**src/rtl/tcm_ctrl_pkg.sv**
```systemverilog
// Shared types and helpers for the TCM controller: FSM state encoding,
// requester identifiers and the word-alignment test.
package tcm_ctrl_pkg;

    // Controller state: idle, or a response owed to one of the requesters
    typedef enum logic [1:0] {
        ST_IDLE   = 2'd0,
        ST_PEND_L = 2'd1,
        ST_PEND_E = 2'd2
    } state_t;

    // Which requester drives the RAM in the current cycle
    typedef enum logic [0:0] {
        REQ_LSU = 1'b0,
        REQ_EXT = 1'b1
    } req_t;

    // A byte address is usable only when it points at a whole word
    function automatic logic is_word_aligned(input logic [1:0] lsb);
        return lsb == 2'b00;
    endfunction

endpackage

```
**src/rtl/tcm_ctrl_if.sv**
```systemverilog
// One requester port of the TCM controller: command channel plus
// response channel, each with its own valid/ready handshake.
interface tcm_ctrl_if #(
    parameter int AW = 32,
    parameter int DW = 32,
    parameter int MW = 4
);
    logic          cmd_valid;
    logic          cmd_ready;
    logic          cmd_read;
    logic [AW-1:0] cmd_addr;
    logic [DW-1:0] cmd_wdata;
    logic [MW-1:0] cmd_wmask;
    logic          rsp_valid;
    logic          rsp_ready;
    logic [DW-1:0] rsp_rdata;
    logic          rsp_err;

    modport master (
        output cmd_valid, cmd_read, cmd_addr, cmd_wdata, cmd_wmask, rsp_ready,
        input  cmd_ready, rsp_valid, rsp_rdata, rsp_err
    );

    modport slave (
        input  cmd_valid, cmd_read, cmd_addr, cmd_wdata, cmd_wmask, rsp_ready,
        output cmd_ready, rsp_valid, rsp_rdata, rsp_err
    );
endinterface

```
**src/rtl/tcm_ctrl_arb.sv**
```systemverilog
// Two-way arbiter: LSU has priority, but once the LSU has been granted
// STARVE_MAX times in a row while EXT was waiting, EXT gets the next slot.
module tcm_ctrl_arb #(
    parameter int STARVE_MAX = 4
) (
    input  logic clk,
    input  logic rst_n,
    input  logic lsu_valid,
    input  logic ext_valid,
    input  logic issue_en,
    output logic gnt_lsu,
    output logic gnt_ext
);
    localparam int CW = $clog2(STARVE_MAX + 1);

    logic [CW-1:0] starve_cnt;
    logic          ext_first;

    // Grant decision; at most one grant, and only when a slot is free
    always_comb begin
        ext_first = ext_valid && (!lsu_valid || (starve_cnt == CW'(STARVE_MAX)));
        gnt_ext   = issue_en && ext_first;
        gnt_lsu   = issue_en && lsu_valid && !ext_first;
    end

    // Count LSU wins while EXT is kept waiting, saturating at the limit
    always_ff @(posedge clk) begin
        if (!rst_n) begin
            starve_cnt <= '0;
        end else if (gnt_ext || !ext_valid) begin
            starve_cnt <= '0;
        end else if (gnt_lsu && (starve_cnt != CW'(STARVE_MAX))) begin
            starve_cnt <= starve_cnt + CW'(1);
        end
    end
endmodule

```
**src/rtl/tcm_ctrl.sv**
```systemverilog
// Controller for one single-port TCM shared by the LSU and an external
// (debug / system bus) requester. Decodes byte addresses into word
// indices, rejects out-of-window or misaligned accesses, and returns
// exactly one response per accepted command, one cycle after acceptance.
module tcm_ctrl
    import tcm_ctrl_pkg::*;
#(
    parameter int            DP         = 512,
    parameter int            DW         = 32,
    parameter int            MW         = 4,
    parameter int            AW         = 32,
    parameter int            RAW        = $clog2(DP),
    parameter logic [AW-1:0] BASE_ADDR  = '0,
    parameter int            STARVE_MAX = 4
) (
    input  logic           clk,
    input  logic           rst_n,
    tcm_ctrl_if.slave      lsu,
    tcm_ctrl_if.slave      ext,
    output logic [RAW-1:0] ram_addr,
    output logic [DW-1:0]  ram_din,
    output logic           ram_we,
    output logic [MW-1:0]  ram_wem,
    input  logic [DW-1:0]  ram_dout
);
    // One past the last byte of the window, one bit wider so it cannot wrap
    localparam logic [AW:0] LIMIT = {1'b0, BASE_ADDR} + (AW+1)'(4 * DP);

    state_t         state, state_nxt;
    logic           issue_en;
    logic           gnt_lsu, gnt_ext, gnt_any;
    req_t           sel;
    logic           sel_read;
    logic [AW-1:0]  sel_addr;
    logic [DW-1:0]  sel_wdata;
    logic [MW-1:0]  sel_wmask;
    logic           sel_ok;
    logic [RAW-1:0] sel_idx;
    logic [RAW-1:0] addr_q;
    logic           rd_q;
    logic           err_q;

    function automatic logic in_window(input logic [AW-1:0] a);
        return (a >= BASE_ADDR) && ({1'b0, a} < LIMIT) && is_word_aligned(a[1:0]);
    endfunction

    function automatic logic [RAW-1:0] word_idx(input logic [AW-1:0] a);
        return RAW'((a - BASE_ADDR) >> 2);
    endfunction

    // A new command may issue when nothing is owed, or the owed response retires now
    always_comb begin
        issue_en = 1'b0;
        if (rst_n) begin
            unique case (state)
                ST_IDLE:   issue_en = 1'b1;
                ST_PEND_L: issue_en = lsu.rsp_ready;
                ST_PEND_E: issue_en = ext.rsp_ready;
                default:   issue_en = 1'b0;
            endcase
        end
    end

    tcm_ctrl_arb #(
        .STARVE_MAX (STARVE_MAX)
    ) u_arb (
        .clk       (clk),
        .rst_n     (rst_n),
        .lsu_valid (lsu.cmd_valid),
        .ext_valid (ext.cmd_valid),
        .issue_en  (issue_en),
        .gnt_lsu   (gnt_lsu),
        .gnt_ext   (gnt_ext)
    );

    // Select the granted command and decode its address
    always_comb begin
        gnt_any = gnt_lsu || gnt_ext;
        sel     = gnt_ext ? REQ_EXT : REQ_LSU;
        if (sel == REQ_EXT) begin
            sel_read  = ext.cmd_read;
            sel_addr  = ext.cmd_addr;
            sel_wdata = ext.cmd_wdata;
            sel_wmask = ext.cmd_wmask;
        end else begin
            sel_read  = lsu.cmd_read;
            sel_addr  = lsu.cmd_addr;
            sel_wdata = lsu.cmd_wdata;
            sel_wmask = lsu.cmd_wmask;
        end
        sel_ok  = in_window(sel_addr);
        sel_idx = word_idx(sel_addr);
    end

    // RAM drive: address holds when idle so a pending read keeps its data stable
    always_comb begin
        lsu.cmd_ready = gnt_lsu;
        ext.cmd_ready = gnt_ext;
        ram_we        = gnt_any && sel_ok && !sel_read;
        ram_wem       = ram_we ? sel_wmask : '0;
        ram_din       = ram_we ? sel_wdata : '0;
        ram_addr      = (gnt_any && sel_ok) ? sel_idx : addr_q;
    end

    // State register
    always_ff @(posedge clk) begin
        if (!rst_n) begin
            state <= ST_IDLE;
        end else begin
            state <= state_nxt;
        end
    end

    // Next state and response outputs toward the owning requester
    always_comb begin
        state_nxt     = state;
        lsu.rsp_valid = 1'b0;
        lsu.rsp_err   = 1'b0;
        lsu.rsp_rdata = '0;
        ext.rsp_valid = 1'b0;
        ext.rsp_err   = 1'b0;
        ext.rsp_rdata = '0;

        if (gnt_lsu) begin
            state_nxt = ST_PEND_L;
        end else if (gnt_ext) begin
            state_nxt = ST_PEND_E;
        end else if (issue_en) begin
            state_nxt = ST_IDLE;
        end

        if (state == ST_PEND_L) begin
            lsu.rsp_valid = 1'b1;
            lsu.rsp_err   = err_q;
            lsu.rsp_rdata = rd_q ? ram_dout : '0;
        end
        if (state == ST_PEND_E) begin
            ext.rsp_valid = 1'b1;
            ext.rsp_err   = err_q;
            ext.rsp_rdata = rd_q ? ram_dout : '0;
        end
    end

    // Capture what kind of response the accepted command owes, and the last RAM index
    always_ff @(posedge clk) begin
        if (!rst_n) begin
            rd_q   <= 1'b0;
            err_q  <= 1'b0;
            addr_q <= '0;
        end else if (gnt_any) begin
            rd_q  <= sel_read && sel_ok;
            err_q <= !sel_ok;
            if (sel_ok) begin
                addr_q <= sel_idx;
            end
        end
    end
endmodule

```
**src/flat_wrapper.sv**
```systemverilog
// flat-port wrapper written by rule: the top's interface ports become plain ports
module tcm_ctrl_flat import tcm_ctrl_pkg::*;
#(
    parameter int            DP         = 512,
    parameter int            DW         = 32,
    parameter int            MW         = 4,
    parameter int            AW         = 32,
    parameter int            RAW        = $clog2(DP),
    parameter logic [AW-1:0] BASE_ADDR  = '0,
    parameter int            STARVE_MAX = 4
)
  (clk, rst_n, ram_addr, ram_din, ram_we, ram_wem, ram_dout, lsu_cmd_valid, lsu_cmd_read, lsu_cmd_addr, lsu_cmd_wdata, lsu_cmd_wmask, lsu_rsp_ready, lsu_cmd_ready, lsu_rsp_valid, lsu_rsp_rdata, lsu_rsp_err, ext_cmd_valid, ext_cmd_read, ext_cmd_addr, ext_cmd_wdata, ext_cmd_wmask, ext_rsp_ready, ext_cmd_ready, ext_rsp_valid, ext_rsp_rdata, ext_rsp_err);
  tcm_ctrl_if #(.AW(AW), .DW(DW), .MW(MW)) lsu_i ();
  tcm_ctrl_if #(.AW(AW), .DW(DW), .MW(MW)) ext_i ();
  input  logic clk;
  input  logic rst_n;
  output logic [RAW-1:0] ram_addr;
  output logic [DW-1:0] ram_din;
  output logic ram_we;
  output logic [MW-1:0] ram_wem;
  input  logic [DW-1:0] ram_dout;
  input wire logic [$bits(lsu_i.cmd_valid)-1:0] lsu_cmd_valid;
  input wire logic [$bits(lsu_i.cmd_read)-1:0] lsu_cmd_read;
  input wire logic [$bits(lsu_i.cmd_addr)-1:0] lsu_cmd_addr;
  input wire logic [$bits(lsu_i.cmd_wdata)-1:0] lsu_cmd_wdata;
  input wire logic [$bits(lsu_i.cmd_wmask)-1:0] lsu_cmd_wmask;
  input wire logic [$bits(lsu_i.rsp_ready)-1:0] lsu_rsp_ready;
  output wire logic [$bits(lsu_i.cmd_ready)-1:0] lsu_cmd_ready;
  output wire logic [$bits(lsu_i.rsp_valid)-1:0] lsu_rsp_valid;
  output wire logic [$bits(lsu_i.rsp_rdata)-1:0] lsu_rsp_rdata;
  output wire logic [$bits(lsu_i.rsp_err)-1:0] lsu_rsp_err;
  input wire logic [$bits(ext_i.cmd_valid)-1:0] ext_cmd_valid;
  input wire logic [$bits(ext_i.cmd_read)-1:0] ext_cmd_read;
  input wire logic [$bits(ext_i.cmd_addr)-1:0] ext_cmd_addr;
  input wire logic [$bits(ext_i.cmd_wdata)-1:0] ext_cmd_wdata;
  input wire logic [$bits(ext_i.cmd_wmask)-1:0] ext_cmd_wmask;
  input wire logic [$bits(ext_i.rsp_ready)-1:0] ext_rsp_ready;
  output wire logic [$bits(ext_i.cmd_ready)-1:0] ext_cmd_ready;
  output wire logic [$bits(ext_i.rsp_valid)-1:0] ext_rsp_valid;
  output wire logic [$bits(ext_i.rsp_rdata)-1:0] ext_rsp_rdata;
  output wire logic [$bits(ext_i.rsp_err)-1:0] ext_rsp_err;
  assign lsu_i.cmd_valid = lsu_cmd_valid;
  assign lsu_i.cmd_read = lsu_cmd_read;
  assign lsu_i.cmd_addr = lsu_cmd_addr;
  assign lsu_i.cmd_wdata = lsu_cmd_wdata;
  assign lsu_i.cmd_wmask = lsu_cmd_wmask;
  assign lsu_i.rsp_ready = lsu_rsp_ready;
  assign lsu_cmd_ready = lsu_i.cmd_ready;
  assign lsu_rsp_valid = lsu_i.rsp_valid;
  assign lsu_rsp_rdata = lsu_i.rsp_rdata;
  assign lsu_rsp_err = lsu_i.rsp_err;
  assign ext_i.cmd_valid = ext_cmd_valid;
  assign ext_i.cmd_read = ext_cmd_read;
  assign ext_i.cmd_addr = ext_cmd_addr;
  assign ext_i.cmd_wdata = ext_cmd_wdata;
  assign ext_i.cmd_wmask = ext_cmd_wmask;
  assign ext_i.rsp_ready = ext_rsp_ready;
  assign ext_cmd_ready = ext_i.cmd_ready;
  assign ext_rsp_valid = ext_i.rsp_valid;
  assign ext_rsp_rdata = ext_i.rsp_rdata;
  assign ext_rsp_err = ext_i.rsp_err;
  tcm_ctrl #(.DP(DP), .DW(DW), .MW(MW), .AW(AW), .RAW(RAW), .BASE_ADDR(BASE_ADDR), .STARVE_MAX(STARVE_MAX)) u_core (.clk(clk), .rst_n(rst_n), .lsu(lsu_i), .ext(ext_i), .ram_addr(ram_addr), .ram_din(ram_din), .ram_we(ram_we), .ram_wem(ram_wem), .ram_dout(ram_dout));
endmodule
```
**config.mk**
```make
export PLATFORM = sky130hd
export DESIGN_NAME = tcm_ctrl_flat
export DESIGN_NICKNAME = d
export VERILOG_FILES = /design/src/rtl/tcm_ctrl_pkg.sv /design/src/rtl/tcm_ctrl_if.sv /design/src/rtl/tcm_ctrl_arb.sv /design/src/rtl/tcm_ctrl.sv /design/src/flat_wrapper.sv
export SDC_FILE = /design/constraint.sdc
export NUM_CORES = 1
export LEC_CHECK = 0
export ABC_AREA = 1
export CAP_MARGIN = 40
export CELL_PAD_IN_SITES_DETAIL_PLACEMENT = 1
export CELL_PAD_IN_SITES_GLOBAL_PLACEMENT = 1
export CORE_MARGIN = 10
export CORE_UTILIZATION = 14
export DETAILED_ROUTE_END_ITERATION = 6
export GPL_TIMING_DRIVEN = 0
export PLACE_DENSITY_LB_ADDON = 0.1
export SETUP_SLACK_MARGIN = 0.4
export SLEW_MARGIN = 10
export SYNTH_ARGS = -nofsm -noshare
export SYNTH_HDL_FRONTEND = slang
export SYNTH_SLANG_ARGS = --single-unit
```
**constraint.sdc**
```tcl
create_clock -name clk -period 1.91 [get_ports clk]
set_input_delay 0.382 -clock clk [delete_from_list [all_inputs] [get_ports clk]]
set_output_delay 0.382 -clock clk [all_outputs]
set_load 0.03 [all_outputs]
```
==> metrics <==
status finished with violations; failing checks setup timing; DRC 0; Crit path required time 1.53 ns; Synth Register Bits 16; via density per instance 4.127; Critical Path AT 2.16 ns; final core occ 51.33%; initial drt markers 79; Final Critical Period 2.540 ns; Synth area leader nand2_1; Crit. End Element output port; Peak Freq 0.3937 GHz; Worst-path clk slew 0.06 ns; Worst VDD drop 0.3318 mV; Core Box Area 17240 µm²; TritonCTS sink count 16; Netlist cell types 24; Worst Tran Pin Value 0.6994 ns; Final Hold Fails 0; Syn. warnings 0; Synth top area share 25.34%; vias post-DR 4573; critical path class register to output port; Post-Syn Instances 485; largest net degree at the start of global routing 11; initial antenna violation count 2; leakage power 4.311 nW; CTS Buf Count 3; CTS tree yes; Synth area leaders nand2_1, nor3_1, dfxtp_1; DIE WIDTH 152.5 µm; htree depth 1; total iterations of the first detailed-routing run 4; Avg Cell Area, Syn 5.069 µm²; DR WL/cell 17.12 µm; RSZ-0062 raised after global routing true; total grt overflow 0; Final Net Count 1060; share of the clock period used by the worst path 133.0%; Hold-fix buffers, CTS 0; critical path peak fanout 8; startpoint types register; die area 23260 µm²; Fillers 1966; Slew Viols, Final 0; Cell Rows 48; vias in the first global route 4879; max_cap viols 0; Hold Path Class primary input to register; sequential element share of the synthesized area 13.03%; dpl hpwl 14.40 mm; Max Buffers Root-to-Sink 2; ANT nets after route 0; Final setup viols 65; first-pass GRT wire length 28.19 mm; share of cells above drive strength 1 50.28%; Starting Density 14.26%; Port Buffers 291; routability cong. 0.8134; Mapped Area 2459 µm²; WHS 0.5087 ns; Routed WL 18.97 mm; DP Worst Slack -1.398 ns; Die H 152.5 µm; Syn-to-layout area delta 259.8%; Power Density 200.1 nW/µm²; Clk Latency, worst-skew pair 0.25 ns; synthesized net count 663; # IOs 292; final worst setup slack -0.6301 ns; clk_skew 0.003430 ns; relative slew slack 53.37%; CTS Root Cell clkbuf_16; total global-route track usage 14.87%
-- placed cells by master (no fill, tap or decap), types with 2 or more instances in the layout --
cell,n
dlygate4sd2_1,51
nor3_4,65
buf_16,10
inv_2,12
inv_8,2
buf_12,13
nand2_4,17
nand3_4,2
nand3_2,6
nor2_4,46
inv_4,2
inv_6,2
a21oi_2,12
inv_1,68
clkdlybuf4s50_1,121
nor2_2,2
buf_8,14
nand4_1,2
nor2_1,28
nand2_1,143
dfxtp_1,11
dlymetal6s2s_1,2
diode_2,2
nand2_8,10
nand2_2,7
buf_4,28
clkbuf_8,4
dfxtp_2,2
a21oi_1,3
buf_6,168
dfxtp_4,3
nand3_1,4
clkbuf_16,9
-- critical path, stage by stage (launching register included) --
cell and delay (ns):
dfxtp_2 0.34, inv_2 0.05, ha_4 0.15, a21oi_2 0.13, inv_2 0.07, nand2_4 0.09, inv_4 0.05, nand2_8 0.08
nand3_4 0.10, a21oi_4 0.23, inv_8 0.11, buf_12 0.14, buf_16 0.13, nor2_4 0.08, buf_6 0.14
-- state kept, by name, summed over array words and instances (netlist names) --
signal                   count
u_core.addr_q                9
u_core.u_arb.starve_cnt      3
u_core.state                 2
u_core.err_q                 1
u_core.rd_q                  1
-- report_power, final --
group	switching, W	total, W	internal, W
clock network	0.000146	0.000464	0.000319
logic	0.000430	0.000964	0.000534
registers	0.00000487	0.000342	0.000337
-- path summary, 6_finish.rpt --
path | startpoint | to | slack [ns] | depth (start not counted)
worst max-delay path | u_core.u_arb.starve_cnt[1] | ram_din[21] | -0.63 | 14
worst min-delay path | ext_cmd_valid | u_core.u_arb.starve_cnt[0] | 0.51 | 3
worst max register to register | u_core.u_arb.starve_cnt[1] | u_core.u_arb.starve_cnt[1] | -0.34 | 19
worst min register to register | u_core.addr_q[1] | u_core.addr_q[1] | 0.51 | 2
-- cell usage after synthesis --
cell type,count
nor2_1,43
inv_1,79
nor3_1,67
buf_6,4
nand3_1,11
inv_2,7
nand2_1,166
a21oi_2,9
nand4_1,2
buf_1,4
buf_2,7
and3_1,1
nor2_4,1
nand2_4,3
nor2_2,32
buf_4,3
dfxtp_1,16
ha_1,2
buf_8,1
nand3_2,1
a211oi_1,1
nand2_2,8
clkbuf_1,10
a21oi_1,7
-- metal layers --
layer	share of wire, %	track usage [%]	routed length, µm	vias to the layer above
li1	-	-	-	2258
met1	35	15.16	6572	2122
met2	55	28.21	10480	179
met3	8.6	5.758	1640	14
met4	1.5	2.679	280	0
met5	0	0	0	-
-- per-stage QoR --
step	power [W]	instance area, µm²	TNS, ns	std cells
floorplan	0.0006996	3679	-9.347	485
global placement	0.001106	6873	-87.37	1001
detailed placement	0.001124	6873	-89.76	1001
CTS	0.001693	8272	-22.33	1072
global route	0.001872	8847	-32.72	1108
finish	0.001770	8847	-25.77	1108
-- area by class of cell --
cell class	instances	area, µm²	share of cell area (%)
Multi-Input combinational cell	354	3000	33.91
Antenna cell	2	5.005	0.05657
Timing Repair Buffer	391	4258	48.13
Timing Repair inverter	1	8.758	0.09900
Tap cell	225	281.5	3.182
Inverter	86	352.8	3.988
Sequential cell	16	334.1	3.776
Buffer	29	518.0	5.855
Clock buffer	4	88.84	1.004
-- kinds of logic (layout without fill, tap and decap cells) --
kind of cell | after synthesis | after routing | share of synthesized area [%]
buf+inv | 115 | 511 | 20.05
compound gates | 17 | 17 | 4.937
simple gates | 335 | 335 | 60.97
fa+ha+maj | 2 | 2 | 1.018
other cells | 0 | 2 | 0
flops | 16 | 16 | 13.03
-- what timing repair did --
action,in CTS,in global routing
pin swaps,25,20
cloned,13,2
setup endpoints to repair,132,132
gates resized for setup,993,78
setup buffers,54,32
No activity file was read; power rests on OpenSTA's default activity.
